[src/rtl/tap_seq_counter_if.sv]
// Control/status bundle for tap_seq_counter. The master side drives the controls and
// the slave side (the counter) returns count and flags.
interface tap_seq_counter_if #(
   parameter int unsigned WIDTH = 4
);
   logic             en;
   logic             up_dn;
   logic             mode;
   logic             load;
   logic [WIDTH-1:0] load_val;
   logic             start;
   logic [WIDTH-1:0] count;
   logic             tc;
   logic             wrap;
   logic             busy;
   logic             done;

   modport master (
      output en, up_dn, mode, load, load_val, start,
      input  count, tc, wrap, busy, done
   );

   modport slave (
      input  en, up_dn, mode, load, load_val, start,
      output count, tc, wrap, busy, done
   );
endinterface

[src/rtl/tap_seq_counter.sv]
// Modulo-MODULO up/down counter with free-run and one-shot sequencer modes.
// One-shot mode walks exactly one pass over the range, then pulses done for a cycle.
module tap_seq_counter #(
   parameter int unsigned WIDTH  = 4,
   parameter int unsigned MODULO = 16
) (
   input logic               clk,
   input logic               rst,
   tap_seq_counter_if.slave  bus
);

   localparam logic [WIDTH-1:0] MaxVal = WIDTH'(MODULO - 1);

   typedef enum logic [1:0] {StIdle, StRun, StDone} state_e;

   state_e           state_q, state_d;
   logic [WIDTH-1:0] count_q, count_d;
   logic             wrap_q, wrap_d;
   logic             busy_q, done_q;

   logic [WIDTH-1:0] term_val;
   logic             at_term;
   logic [WIDTH-1:0] step_val;
   logic [WIDTH-1:0] load_clamped;

   // Terminal value depends on the live direction, so tc tracks up_dn changes at once.
   assign term_val     = bus.up_dn ? MaxVal : '0;
   assign at_term      = (count_q == term_val);
   assign load_clamped = (bus.load_val > MaxVal) ? MaxVal : bus.load_val;

   // One modular step in the current direction; wraps at the range ends.
   always_comb begin
      step_val = count_q;
      if (bus.up_dn) begin
         step_val = at_term ? '0 : count_q + WIDTH'(1);
      end else begin
         step_val = at_term ? MaxVal : count_q - WIDTH'(1);
      end
   end

   // Sequencer next state; dropping mode forces IDLE, load never changes the state.
   always_comb begin
      state_d = state_q;
      if (!bus.mode) begin
         state_d = StIdle;
      end else begin
         unique case (state_q)
            StIdle:  if (bus.start && !bus.load) state_d = StRun;
            StRun:   if (bus.en && at_term && !bus.load) state_d = StDone;
            StDone:  state_d = StIdle;
            default: state_d = StIdle;
         endcase
      end
   end

   // Count and wrap next value; priority is load, then start, then enabled count.
   always_comb begin
      count_d = count_q;
      wrap_d  = 1'b0;
      if (bus.load) begin
         count_d = load_clamped;
      end else if (!bus.mode) begin
         if (bus.en) begin
            count_d = step_val;
            wrap_d  = at_term;
         end
      end else begin
         unique case (state_q)
            StIdle:  if (bus.start) count_d = bus.up_dn ? '0 : MaxVal;
            // A pass never wraps: at the terminal value the count just holds.
            StRun:   if (bus.en && !at_term) count_d = step_val;
            StDone:  count_d = count_q;
            default: count_d = count_q;
         endcase
      end
   end

   // State, count and flag registers; busy/done are flopped decodes of the next state.
   always_ff @(posedge clk or posedge rst) begin
      if (rst) begin
         state_q <= StIdle;
         count_q <= '0;
         wrap_q  <= 1'b0;
         busy_q  <= 1'b0;
         done_q  <= 1'b0;
      end else begin
         state_q <= state_d;
         count_q <= count_d;
         wrap_q  <= wrap_d;
         busy_q  <= (state_d == StRun);
         done_q  <= (state_d == StDone);
      end
   end

   // Drive the status outputs.
   always_comb begin
      bus.count = count_q;
      bus.tc    = at_term;
      bus.wrap  = wrap_q;
      bus.busy  = busy_q;
      bus.done  = done_q;
   end

endmodule

[src/flat_wrapper.sv]
// flat-port wrapper written by rule: the top's interface ports become plain ports
module tap_seq_counter_flat 
#(
   parameter int unsigned WIDTH  = 4,
   parameter int unsigned MODULO = 16
)
  (clk, rst, bus_en, bus_up_dn, bus_mode, bus_load, bus_load_val, bus_start, bus_count, bus_tc, bus_wrap, bus_busy, bus_done);
  tap_seq_counter_if #(.WIDTH(WIDTH)) bus_i ();
  input logic clk;
  input logic rst;
  input wire logic [$bits(bus_i.en)-1:0] bus_en;
  input wire logic [$bits(bus_i.up_dn)-1:0] bus_up_dn;
  input wire logic [$bits(bus_i.mode)-1:0] bus_mode;
  input wire logic [$bits(bus_i.load)-1:0] bus_load;
  input wire logic [$bits(bus_i.load_val)-1:0] bus_load_val;
  input wire logic [$bits(bus_i.start)-1:0] bus_start;
  output wire logic [$bits(bus_i.count)-1:0] bus_count;
  output wire logic [$bits(bus_i.tc)-1:0] bus_tc;
  output wire logic [$bits(bus_i.wrap)-1:0] bus_wrap;
  output wire logic [$bits(bus_i.busy)-1:0] bus_busy;
  output wire logic [$bits(bus_i.done)-1:0] bus_done;
  assign bus_i.en = bus_en;
  assign bus_i.up_dn = bus_up_dn;
  assign bus_i.mode = bus_mode;
  assign bus_i.load = bus_load;
  assign bus_i.load_val = bus_load_val;
  assign bus_i.start = bus_start;
  assign bus_count = bus_i.count;
  assign bus_tc = bus_i.tc;
  assign bus_wrap = bus_i.wrap;
  assign bus_busy = bus_i.busy;
  assign bus_done = bus_i.done;
  tap_seq_counter #(.WIDTH(WIDTH), .MODULO(MODULO)) u_core (.clk(clk), .rst(rst), .bus(bus_i));
endmodule
[config.mk]
export PLATFORM = sky130hd
export DESIGN_NAME = tap_seq_counter_flat
export DESIGN_NICKNAME = d
export VERILOG_FILES = /design/src/rtl/tap_seq_counter_if.sv /design/src/rtl/tap_seq_counter.sv /design/src/flat_wrapper.sv
export SDC_FILE = /design/constraint.sdc
export NUM_CORES = 1
export LEC_CHECK = 0
export CAP_MARGIN = 10
export CELL_PAD_IN_SITES_DETAIL_PLACEMENT = 1
export CELL_PAD_IN_SITES_GLOBAL_PLACEMENT = 2
export CORE_AREA = 2 2 40 78
export CTS_CLUSTER_DIAMETER = 120
export DETAILED_ROUTE_END_ITERATION = 12
export DIE_AREA = 0 0 42 80
export GPL_TIMING_DRIVEN = 0
export PLACE_DENSITY_LB_ADDON = 0.05
export SYNTH_ARGS = -nofsm -noshare
export SYNTH_HDL_FRONTEND = slang
export SYNTH_SLANG_ARGS = --single-unit
[constraint.sdc]
create_clock -name clk -period 2.3 [get_ports clk]
set_input_delay 0.46 -clock clk [delete_from_list [all_inputs] [get_ports clk]]
set_output_delay 0.46 -clock clk [all_outputs]
set_load 0.05 [all_outputs]
==> out/qor.csv <==
stage,metric,value,unit
worst_setup_path,startpoint types,input pin,
drt,drt wl/cell,16.2,µm
placed_design,port buffer count,17,
logic_synthesis,Avg Inst Size Synth,8.90,µm²
placed_design,Detailed Place HPWL,1.61,mm
worst_setup_path,crit path DAT,2.30,ns
global_route,maximum number of pins on one net before global-route repair,11,
sta,final worst path period share,0.941,
placed_design,gp weighted congestion,0.786,
sta,setup ws final,0.136,ns
sta,final slew viol count,0,
drt,DRC,0,
logic_synthesis,Synth Net Count,86,
clock_tree,Worst-Skew Late Latency,0.22,ns
hold_path,Hold Crit Class,in2async,
pwr,clock share of power,0.300,
pwr,Logic pwr share,0.365,
logic_synthesis,XOR/XNOR Fraction of Synth Area,0.0270,
logic_synthesis,sequential area share after synthesis,0.347,
finish,area delta synth->final,43.0,%
pwr,Net Sw Frac,0.349,
logic_synthesis,synthesized area,649,µm²
pwr,P_leak,0.368,nW
global_route,total gr overflow,0,
pwr,sequential power share,0.334,
clock_tree,clock buffer depth,2,
logic_synthesis,Yosys reg bits,9,
clock_tree,hold_buf cts,0,
logic_synthesis,main combinational cell family by area after synthesis,compound AO/OA/AOI/OAI gates,
drt,DR vias/cell,5.25,
finish,most common library cell in the layout ignoring fill and taps,clkdlybuf4s50_1,
finish,ANT cells,0,
sta,Clock Skew,0.00159,ns
sta,worst hold margin,0.502,ns
worst_setup_path,CP max-delay cell,or4_4,
pwr,Total Power,0.590,mW
logic_synthesis,Adder-Cell Fraction of Synth Area,0.0385,
global_route,vias in the first global route,712,
clock_tree,total CTS buffers,3,
sta,Final setup viols,0,
status,status,"complete, no violations",
floorplan,io pins,19,
clock_tree,H-tree depth,1,
sta,RSZ-0062 raised after global routing,no,
clock_tree,CTS sink cnt,9,
worst_setup_path,Max stage delay on crit path,0.46,ns
worst_setup_path,WS Path Type,in2reg,
clock_tree,CTS tree,done,
pwr,ratio of total power to cell area,636,nW/µm²
finish,footprint of the multi-input gates,389,µm²
floorplan,CORE AREA,2740,µm²
floorplan,Rows,27,
worst_setup_path,Critical Path RT,2.44,ns
drt,final wirelength,2.05,mm
sta,final hold vios,0,
drt,routed vias,661,
drt,DRT iter0 DRCs,11,
finish,fillers,332,
pwr,NetSw,0.206,mW
global_route,first-pass GRT wire length,3.42,mm
finish,"commonest cells after routing, fill and taps aside","clkdlybuf4s50_1, nand2_1, dfrtp_1",
drt,drt pass-1 iters,4,
sta,FMAX,462,MHz
placed_design,"worst slack, placed",-0.664,ns
worst_setup_path,element type at the critical path end,register,
logic_synthesis,yosys synthesis warning count,0,
finish,final core utilization,0.339,
logic_synthesis,fraction of the mapped netlist area in simple logic gates,0.252,
floorplan,Starting Density,0.237,
logic_synthesis,Yosys cell types,36,
finish,register area,229,µm²
worst_setup_path,CP Max Fanout,8,
worst_setup_path,"Cell Chain, Critical Path",clkdlybuf4s50_1 -> or4_4 -> o22ai_4 -> buf_4 -> o311ai_4 -> or3b_1 -> o211ai_1,
pwr,P_int,0.384,mW
global_route,initial antenna violation count,0,
floorplan,Die ar.,3360,µm²
sta,post-layout minimum cycle time,2.16,ns
sta,Slew @ Worst Pin,0.494,ns
logic_synthesis,compound-gate portion of the synthesized area,0.281,
finish,layout cells sized above 1,0.175,
clock_tree,clock slew at reported path FFs,0.04,ns
finish,Layout Nets,111,
logic_synthesis,synthesized instance count,73,
placed_design,Placed Instances,119,
global_route,GRT Total Usage,0.134,
finish,fin cells,126,
pwr,Max rail drop VDD,0.229,mV
clock_tree,clk root buf,clkbuf_8,
flow_run,Max-cap violations,0,
floorplan,Die Span Y,80,µm
sta,Max-slew headroom,0.670,
floorplan,die width,42,µm
logic_synthesis,mux share of post-synthesis cell area,0,
drt,Detail Route Antenna Nets,0,
[flip-flops by register name, indices dropped and copies added, names as in the netlist]
register / cells
u_core.bus.done: 1
u_core.state_q: 2
u_core.bus.busy: 1
u_core.bus.count: 4
u_core.bus.wrap: 1
[synthesized netlist by cell type]
library cell,count,area share
dfrtp_1,9,0.35
nand2_1,6,0.035
inv_1,5,0.029
nor2_1,5,0.029
a21oi_1,4,0.031
nand3_1,4,0.031
clkbuf_1,3,0.017
nor3b_1,3,0.035
a31oi_1,2,0.019
ha_1,2,0.039
nand2b_1,2,0.019
nand3b_1,2,0.023
o22ai_1,2,0.019
o31ai_1,2,0.023
a211oi_1,1,0.012
a21boi_0,1,0.012
a21o_1,1,0.012
a22oi_1,1,0.012
a31o_2,1,0.013
and2_0,1,0.0096
and3_2,1,0.012
buf_2,1,0.0077
nor3_1,1,0.0077
nor4_1,1,0.0096
o2111a_1,1,0.017
o2111ai_1,1,0.013
o211ai_1,1,0.012
o21ai_0,1,0.0077
o21ai_1,1,0.0077
o22ai_4,1,0.031
o311ai_4,1,0.040
or3_2,1,0.012
or3b_1,1,0.013
or4_4,1,0.017
xnor2_1,1,0.013
xor2_1,1,0.013
[through the flow]
stage | area (µm²) | setup TNS, ns
2_1_floorplan | 653 | 0
3_5_place_dp | 860 | -0.924
3_3_place_gp | 860 | -0.830
4_1_cts | 921 | 0
5_1_grt | 928 | 0
6_report | 928 | 0
[worst paths after layout]
check                                                 from                         endpoint  slack [ns]  cells past startpoint
max reg2reg                u_core.bus.count[2]$_DFFE_PP0P_  u_core.bus.count[2]$_DFFE_PP0P_        0.16                      7
max in group asynchronous                              rst  u_core.bus.count[2]$_DFFE_PP0P_        1.52                      2
min in group clk               u_core.state_q[1]$_DFF_PP0_      u_core.state_q[0]$_DFF_PP0_        0.53                      1
max                                              bus_up_dn  u_core.bus.count[2]$_DFFE_PP0P_        0.14                      7
min reg2reg                    u_core.state_q[1]$_DFF_PP0_      u_core.state_q[0]$_DFF_PP0_        0.53                      1
min                                                    rst  u_core.bus.count[1]$_DFFE_PP0P_        0.50                      2
[layout make-up]
cell class,instances,share of cell area
sequential,9,0.247
clock buffer,4,0.0485
inverter,5,0.0202
buffer,4,0.0175
multi-input combinational,55,0.419
timing repair buffer,20,0.209
tap,29,0.0391
[per-layer routing]
metal	vias up	track usage	share of wire
li1	317	-	-
met1	330	0.141	0.37
met2	12	0.263	0.59
met3	2	0.0136	0.024
met4	0	0.0484	0.012
met5	-	0	0
[kinds of logic (layout without fill, tap and decap cells)]
group / count (synthesis) / in the layout
xor+xnor: 2 / 2
compound gates: 22 / 22
buf+inv: 9 / 33
simple gates: 29 / 29
flops: 9 / 9
fa+ha+maj: 2 / 2
[what timing repair did]
| action | in CTS | in global routing |
|---|---|---|
| resized for setup | 7 | 0 |
| pin swaps | 1 | 3 |
| setup buffers | 2 | 1 |
| endpoints found under the setup margin | 1 | 3 |
[power by group through the flow]
stage	registers [mW]	clock network (mW)	logic, mW
2_1_floorplan	0.231	0	0.104
3_3_place_gp	0.199	0	0.208
3_5_place_dp	0.200	0	0.211
4_1_cts	0.198	0.185	0.216
5_1_grt	0.200	0.196	0.236
6_report	0.197	0.177	0.215
[critical path: cells and delay by family]
family	cells	cell delay (ns)
AOI/OAI and AO/OA	3	0.40
and+or+nand+nor	2	0.84
buffers and inverters	2	0.59
Power figures use the tool's default switching activity.
